<file path="src/rtl/mvm_pkg.sv">
// Shared defaults, typedefs and index-width helpers for the MVM datapath.
package mvm_pkg;

   localparam int MVM_N    = 8;
   localparam int MVM_M    = 8;
   localparam int MVM_DW   = 8;
   localparam int MVM_ACCW = 2*MVM_DW + $clog2(MVM_N);
   localparam int MVM_NS   = $clog2(MVM_N) + 1;
   localparam int MVM_IW   = (MVM_N > 1) ? $clog2(MVM_N) : 1;

   typedef logic signed [MVM_DW-1:0]   mvm_data_t;
   typedef logic signed [2*MVM_DW-1:0] mvm_prod_t;
   typedef logic signed [MVM_ACCW-1:0] mvm_acc_t;

   // Row-index width that stays legal for a single-row array.
   function automatic int idx_width(input int n);
      return (n > 1) ? $clog2(n) : 1;
   endfunction

endpackage

</file>
<file path="src/rtl/mvm_mac_lane.sv">
// One output column: registered signed product and wrapping accumulator.
module mvm_mac_lane #(
   parameter int DW   = 8,
   parameter int ACCW = 19
) (
   input  logic                   clk,
   input  logic                   reset,
   input  logic                   calc,
   input  logic                   up_sum,
   input  logic                   clr,
   input  logic signed [DW-1:0]   x,
   input  logic signed [DW-1:0]   w,
   output logic signed [ACCW-1:0] acc
);

   logic signed [2*DW-1:0] prod_q, prod_d;
   logic signed [ACCW-1:0] acc_q, acc_d;

   always_comb begin
      prod_d = prod_q;
      if (calc) prod_d = (2*DW)'(x) * (2*DW)'(w);
      // Clear wins over accumulate if both strobes coincide.
      acc_d = acc_q;
      if (clr)         acc_d = '0;
      else if (up_sum) acc_d = acc_q + ACCW'(prod_q);
   end

   always_ff @(posedge clk) begin
      if (reset) begin
         prod_q <= '0;
         acc_q  <= '0;
      end else begin
         prod_q <= prod_d;
         acc_q  <= acc_d;
      end
   end

   assign acc = acc_q;

endmodule

</file>
<file path="src/rtl/mvm_dp_unit.sv">
// MVM datapath responder: weight RAM, input vector, M MAC lanes, result capture.
// Zero-input skip hint is built only when MVM_DP_SKIP_EN is defined; otherwise skip is 0.
module mvm_dp_unit
   import mvm_pkg::*;
#(
   parameter int N    = MVM_N,
   parameter int M    = MVM_M,
   parameter int DW   = MVM_DW,
   parameter int NS   = $clog2(N) + 1,
   parameter int ACCW = 2*DW + $clog2(N)
) (
   input  logic                 clk,
   input  logic                 reset,
   input  logic                 prog_wt,
   input  logic                 waiting,
   input  logic                 get_ready,
   input  logic                 fetch,
   input  logic                 rd_en,
   input  logic                 calc,
   input  logic                 up_sum,
   input  logic [NS-1:0]        counter,
   input  logic                 mvm_done,
   output logic                 skip,
   input  logic [$clog2(N)-1:0] wt_addr,
   input  logic [M*DW-1:0]      wt_data,
   input  logic                 in_load,
   input  logic [N*DW-1:0]      in_data,
   output logic [M*ACCW-1:0]    out_data,
   output logic                 out_valid
);

   localparam int IW = idx_width(N);

   logic [M*DW-1:0]   wt_mem [N];
   logic [N*DW-1:0]   in_q;
   logic [IW-1:0]     idx_q;
   logic [DW-1:0]     x_q;
   logic [M*DW-1:0]   w_q;
   logic [M*ACCW-1:0] acc_all;
   logic [M*ACCW-1:0] out_data_q;
   logic              out_valid_q;

   logic              cnt_in_range;
   logic [IW-1:0]     cnt_idx;
   logic [DW-1:0]     x_sel;

   assign cnt_in_range = (counter < NS'(N));
   assign cnt_idx      = counter[IW-1:0];
   assign x_sel        = in_q[cnt_idx*DW +: DW];

   // Weight storage has no reset so it survives a mid-run reset.
   always_ff @(posedge clk) begin
      if (prog_wt) wt_mem[wt_addr] <= wt_data;
   end

   // idx_q is captured at fetch because the controller has already moved counter on by rd_en.
   always_ff @(posedge clk) begin
      if (reset) begin
         in_q        <= '0;
         idx_q       <= '0;
         x_q         <= '0;
         w_q         <= '0;
         out_data_q  <= '0;
         out_valid_q <= 1'b0;
      end else begin
         if (in_load && waiting) in_q <= in_data;
         if (fetch && cnt_in_range) begin
            idx_q <= cnt_idx;
            x_q   <= x_sel;
         end
         if (rd_en)    w_q        <= wt_mem[idx_q];
         if (mvm_done) out_data_q <= acc_all;
         out_valid_q <= mvm_done;
      end
   end

   for (genvar gi = 0; gi < M; gi++) begin : g_lane
      mvm_mac_lane #(
         .DW   (DW),
         .ACCW (ACCW)
      ) u_lane (
         .clk    (clk),
         .reset  (reset),
         .calc   (calc),
         .up_sum (up_sum),
         .clr    (get_ready),
         .x      (x_q),
         .w      (w_q[gi*DW +: DW]),
         .acc    (acc_all[gi*ACCW +: ACCW])
      );
   end

`ifdef MVM_DP_SKIP_EN
   assign skip = !cnt_in_range || (x_sel == '0);
`else
   assign skip = 1'b0;
`endif

   assign out_data  = out_data_q;
   assign out_valid = out_valid_q;

endmodule

</file>
<file path="config.mk">
export PLATFORM = sky130hd
export DESIGN_NAME = mvm_dp_unit
export DESIGN_NICKNAME = d
export VERILOG_FILES = /design/src/rtl/mvm_pkg.sv /design/src/rtl/mvm_mac_lane.sv /design/src/rtl/mvm_dp_unit.sv
export SDC_FILE = /design/constraint.sdc
export NUM_CORES = 2
export LEC_CHECK = 0
export CAP_MARGIN = 20
export CORE_AREA = 2 2 381 383
export DETAILED_ROUTE_END_ITERATION = 16
export DIE_AREA = 0 0 383 385
export PLACE_DENSITY = 0.66
export SLEW_MARGIN = 20
export SYNTH_ARGS = -nofsm -noshare
export SYNTH_HDL_FRONTEND = slang
export SYNTH_SLANG_ARGS = --single-unit
export TNS_END_PERCENT = 50
</file>
<file path="constraint.sdc">
create_clock -name clk -period 8.83 [get_ports clk]
set_input_delay 1.3245 -clock clk [delete_from_list [all_inputs] [get_ports clk]]
set_output_delay 1.3245 -clock clk [all_outputs]
set_load 0.05 [all_outputs]
</file>
-- Word-level counts from Yosys, hierarchy flattened
Memory sizes are Yosys's and may differ from the RTL's. A register that Yosys moved wholly into a read port is not among the register bits.
Index checks and enable logic that the tools add are counted.
- register bits after elaboration: 508
- memory bits (writable): 512
- input port bits: 146
- word-level logic and storage cells: 45
- memories kept: 1
- $add $sub $neg: 8
- $mul: 8
- order comparisons: 1
- shift-type cells: 1
- muxes and demuxes: 2
- reductions and logical operators: 3
- memories (name ; depth ; width ; rd ports ; clocked after Yosys merged registers in ; wr ports ; RTL line ; text):
    wt_mem ; 8 ; 64 ; 1 ; 1 ; 1 ; mvm_dp_unit.sv:34 ; logic [M*DW-1:0] wt_mem [N];
- operator list (kind ; number):
    $add A19 B16 Y19 ; 8
    $mul A8 B8 Y16 ; 8
    $shiftx A64 B7 Y8 ; 1
    $lt A4 B4 Y1 const B ; 1
    $logic_and A1 B1 Y1 ; 2
    $mux W1 ; 2
    $reduce_or A2 Y1 ; 1

-- Longest topological paths before layout
- depth in word-level cells: 2
- mapped depth: 20
- depth with buffers taken out: 18

-- Modules after synthesis
From an unflattened synthesis, not the netlist that was laid out.
- cells, all modules: 6213
- area, all modules: 67000.5 µm²
- modules (own cells, without submodules) (module ; times used ; cells an instance ; area an instance (µm²) ; seq. area each (µm²)):
    mvm_dp_unit ; 1 ; 2061 ; 30357.9 ; 21220.4
    mvm_mac_lane (g_lane[5].u_lane ...) ; 3 ; 506 ; 4520.6 ; 700.7
    mvm_mac_lane (g_lane[2].u_lane ...) ; 2 ; 518 ; 4559.4 ; 700.7
    mvm_mac_lane (g_lane[0].u_lane) ; 1 ; 555 ; 4748.3 ; 700.7
    mvm_mac_lane (g_lane[4].u_lane) ; 1 ; 532 ; 4635.7 ; 700.7
    mvm_mac_lane (g_lane[1].u_lane) ; 1 ; 511 ; 4578.1 ; 700.7

-- Worst setup path before layout
OpenSTA, ideal clock, no wires.
- path kind: input to register
- start point: in wt_addr[2]
- end point: mem wt_mem[0][0] (netlist name) (enable)
- setup time: 0.565 ns
- arrival time: 5.855 ns
- setup slack: 2.410 ns
- stages on the path: 2
- path buffers: 0
- cells stage by stage: nand2b_1 -> nor3_1
- RTL lines (what ; RTL line ; text):
    from (decl) ; mvm_dp_unit.sv:24 ; input logic [$clog2(N)-1:0] wt_addr,
    to (decl) ; mvm_dp_unit.sv:34 ;
No word-level cell before the write port.

-- Worst setup path in the final report
- start point: reg x_q[1]
- end point: reg g_lane[5].u_lane.prod_q[15]
- word-level cells in the longest chain between the ends: 1
- ends and longest elaborated chain (what ; RTL line ; text):
    from (decl) ; mvm_dp_unit.sv:37 ; logic [DW-1:0] x_q;
    from (signal assigned) ; mvm_dp_unit.sv:69 ; x_q <= x_sel;
    $mul A8 B8 Y16 ; mvm_mac_lane.sv:21 ; if (calc) prod_d = (2*DW)'(x) * (2*DW)'(w);
    to (signal assigned) ; mvm_mac_lane.sv:33 ; prod_q <= prod_d;
    to (decl) ; mvm_mac_lane.sv:16 ; logic signed [2*DW-1:0] prod_q, prod_d;
Every way passes these cells.
A chain may end at the register's enable or synchronous reset.

==> impl_metrics.py <==
metrics = {
    "logic_synthesis": {
        "syn-num-nets": 6929,
        "yosys.area.top_type_share_pct": 23.5,
        "synth_warnings": 0,
        "synthArstFlopShare_pct": 0,
        "ys_ff_latch": 1084,
        "synth_cell_type_count": 78,
        "syn_area_sq_um": 65400,
        "yosys-top-cells-area": "edfxtp_1, dfxtp_1, fa_1",
        "synth_flop_cell": "dfxtp_1",
        "synth-seq-area-share_pct": 41.0,
        "synthCells": 5959,
        "syn_avg_cell_area_sq_um": 11.0,
        "synth_top_cell_by_area": "edfxtp_1",
        "synth_edf_count": 512,
    },
    "clock_tree": {
        "cts.path.max_buffers": 3,
        "hold_buffers": 0,
        "clock_latency_ps": 760,
        "path_clk_slew_ps": 70,
        "post_cts_buffers": 0,
        "ctsHtreeMaxLevel": 3,
        "cts_resized": 0,
        "numCtsBuffers": 114,
        "root_buffer": "clkbuf_16",
        "clkSinkCount": 1084,
        "cts_tree": "yes",
    },
    "critical_path": {
        "cp.buffers_inverters": 4,
        "max_stage_delay_ps": 850,
        "cpMostUsedCell": "fa_1",
        "endpoint_kind": "flip-flop",
        "startpoint_type": "flip-flop",
        "crit_slowest_cell": "dfxtp_2",
        "cp_cell_sequence": "buf_4 -> nand2_1 -> fa_1 -> fa_1 -> inv_1 -> fa_1 -> inv_1 -> fa_1 -> inv_1 -> ha_1 -> o21ai_0 -> nor2_1 -> nor2_1 -> o21ai_0 -> a211oi_1 -> a21oi_1 -> xnor2_1 -> a211oi_1",
        "worstPathRequired_ps": 9380,
        "cp_top_family": "adder cells",
        "critical_path_class": "flip-flop to flip-flop",
        "arrival_ps": 6280,
        "critPathMaxFanout": 33,
    },
    "power_and_ir_drop": {
        "leakage_nw": 30.7,
        "p_sw_share_pct": 27.7,
        "internal_power_w": 0.00902,
        "power_frac_comb_pct": 16.2,
        "total_power_w": 0.0125,
        "p_per_area_nw_per_um2": 169,
        "seq_power_share_pct": 45.8,
        "switching_power_w": 0.00345,
        "irDropWorstVdd_mv": 0.164,
        "p_clk_share_pct": 37.9,
    },
    "die": {
        "core-area_sq_um": 143000,
        "io_pins": 300,
        "initial_utilization_pct": 45.7,
        "die_w_um": 383,
        "dieArea_sq_um": 147000,
        "chipHeight_um": 385,
        "rows": 139,
    },
    "hold_path": {
        "hp-class": "flip-flop to flip-flop",
    },
    "timing": {
        "slew-limit-headroom_pct": 27.7,
        "slew_viol_final": 0,
        "fin_crit_ps": 5730,
        "worstMarginPinSlew_ps": 1080,
        "max_clock_freq_ghz": 0.174,
        "tns_ps": 0,
        "finClkSkew_ps": 71.5,
        "rsz0062_at_grt": "false",
        "setup_viol": 0,
        "fin_crit_sh_pct": 64.9,
        "hold_ws_ps": 453,
        "hold_viol": 0,
    },
    "route": {
        "drt_iter0_markers": 2830,
        "drc": 0,
        "vias_per_cell": 5.28,
        "drtPass1Iterations": 5,
        "routedWlPerCell_um": 18.2,
        "num_vias": 43000,
        "antenna_left": 0,
        "finalWirelength_mm": 148,
    },
    "layout": {
        "fill_cells": 12400,
        "nNetsFinal": 7114,
        "synthToLayoutAreaGrowth_pct": 13.0,
        "drive_above_1_share_pct": 6.82,
    },
    "grt": {
        "antenna_found_initial": 17,
        "grt_max_degree": 132,
        "grt_pass1_wl_mm": 235,
        "track_usage_pct": 20.1,
        "overflow": 0,
        "first_global_vias": 41700,
    },
    "outcome": {
        "status": "finished, final reports clean",
    },
    "placement": {
        "gp_congestion": 0.855,
        "dp_hpwl_mm": 103,
        "port_buffers": 298,
    },
    "flow_run": {
        "drv_cap": 0,
    },
}
[routing by layer]
| metal | track usage [%] | vias up | wire length (um) |
|---|---|---|---|
| met5 | 0 | - | 193 |
| met4 | 5.29 | 28 | 3100 |
| met3 | 3.88 | 187 | 9140 |
| met2 | 30.0 | 956 | 63900 |
| met1 | 29.9 | 21100 | 71900 |
| li1 | - | 20700 | - |
[worst min-delay path: cells and delay by family, from the launching register on]
kind | cells | cell delay [ps]
simple gates | 1 | 50
compound gates | 1 | 50
flops | 1 | 310
[per-stage QoR]
step	instance area [sq um]	instances	setup slack [ps]	util, %
6_report	74000	8141	3100	51.7
5_1_grt	74000	8140	2820	51.7
4_1_cts	73900	8136	3200	51.6
3_5_place_dp	70200	7930	3270	49.0
3_3_place_gp	70200	7930	3360	49.0
2_1_floorplan	65400	5959	2410	-
[cells in the mapped netlist (7+ instances only)]
library cell,instances
a211o_1,11
a211oi_1,142
a21o_1,74
a21oi_1,252
a31o_2,12
a31oi_1,13
a41oi_1,11
and2_1,330
and3_1,20
buf_1,38
buf_2,15
clkbuf_1,225
dfxtp_1,572
edfxtp_1,512
fa_1,448
ha_1,376
inv_1,679
mux2_2,8
mux2i_1,341
mux4_2,144
nand2_1,419
nand2b_1,34
nand3_1,32
nand4_1,13
nor2_1,530
nor2b_1,88
nor3_1,41
nor3b_1,18
nor4_1,7
o211ai_1,8
o21a_1,36
o21ai_0,132
o21bai_1,17
o22ai_1,21
o311ai_0,8
o31ai_1,12
xnor2_1,146
xor2_1,73
[cell usage in the layout, fill, tap and decap left out, drive strengths merged, types with 9 or more instances in the layout]
| cell type | netlist | final |
|---|---|---|
| fa | 448 | 448 |
| dfxtp | 572 | 572 |
| o21bai | 17 | 17 |
| nor2b | 88 | 88 |
| nor3b | 18 | 18 |
| nor3 | 41 | 41 |
| and3 | 20 | 20 |
| nand2 | 419 | 419 |
| buf | 54 | 54 |
| nand4 | 13 | 13 |
| clkdlybuf4s50 | 0 | 293 |
| clkinv | 0 | 39 |
| o31ai | 12 | 12 |
| xor2 | 73 | 73 |
| xnor2 | 146 | 146 |
| o21a | 36 | 36 |
| a211oi | 142 | 142 |
| a211o | 11 | 11 |
| nand3 | 32 | 32 |
| mux2i | 341 | 341 |
| a21o | 74 | 74 |
| mux4 | 144 | 144 |
| clkbuf | 225 | 154 |
| nor2 | 530 | 530 |
| o311ai | 9 | 9 |
| o22ai | 21 | 21 |
| a41oi | 11 | 11 |
| o21ai | 138 | 138 |
| nand2b | 34 | 34 |
| inv | 679 | 684 |
| a21oi | 253 | 253 |
| a31o | 12 | 12 |
| ha | 376 | 376 |
| edfxtp | 512 | 512 |
| and2 | 330 | 330 |
| a31oi | 13 | 13 |
[area by class of cell]
cell class	instances	area (sq um)	area share (%)
diodes	4	10.0	0.0135
repair buffers	348	3380	4.57
flip-flops and latches	1084	26800	36.3
clock inverters	53	531	0.717
well taps	1903	2380	3.22
multi-input cells	3917	35100	47.4
inverters	679	2550	3.45
clock buffers	153	3180	4.30
[path summary, 6_finish.rpt]
path / startpoint / end / slack (ps) / cells past startpoint
setup / recovery: x_q[1]$_SDFFE_PP0P_ / g_lane[5].u_lane.prod_q[15]$_SDFFE_PP0P_ / 3100 / 18
hold / removal: in_q[60]$_SDFFE_PP0P_ / in_q[60]$_SDFFE_PP0P_ / 450 / 2
setup reg to reg: x_q[1]$_SDFFE_PP0P_ / g_lane[5].u_lane.prod_q[15]$_SDFFE_PP0P_ / 3100 / 18
hold reg to reg: in_q[60]$_SDFFE_PP0P_ / in_q[60]$_SDFFE_PP0P_ / 450 / 2
[power groups by stage]
stage | combinational (W) | sequential (W) | clock, W
6_report | 0.00202 | 0.00571 | 0.00473
5_1_grt | 0.00229 | 0.00574 | 0.00505
4_1_cts | 0.00204 | 0.00571 | 0.00484
3_5_place_dp | 0.00202 | 0.00582 | 0
3_3_place_gp | 0.00197 | 0.00581 | 0
2_1_floorplan | 0.00152 | 0.00570 | 0
[cell families after synthesis]
logic type,count (synthesis),synth area share [%]
multiplexers,493,10.3
AO/OA/AOI/OAI,807,7.92
flip-flops,1084,41.0
other,1,0.00573
XOR/XNOR,219,2.93
buffers and inverters,958,5.53
AND/OR/NAND/NOR,1573,11.4
adder cells (fa/ha/maj),824,20.9
[flip-flops by register name, indices dropped and copies added, names as in the netlist]
name,count
w_q,64
out_data,152
out_valid,1
g_lane.u_lane.acc,152
wt_mem,512
x_q,8
g_lane.u_lane.prod_q,128
in_q,64
idx_q,3
(Power assumes the default switching activity.)
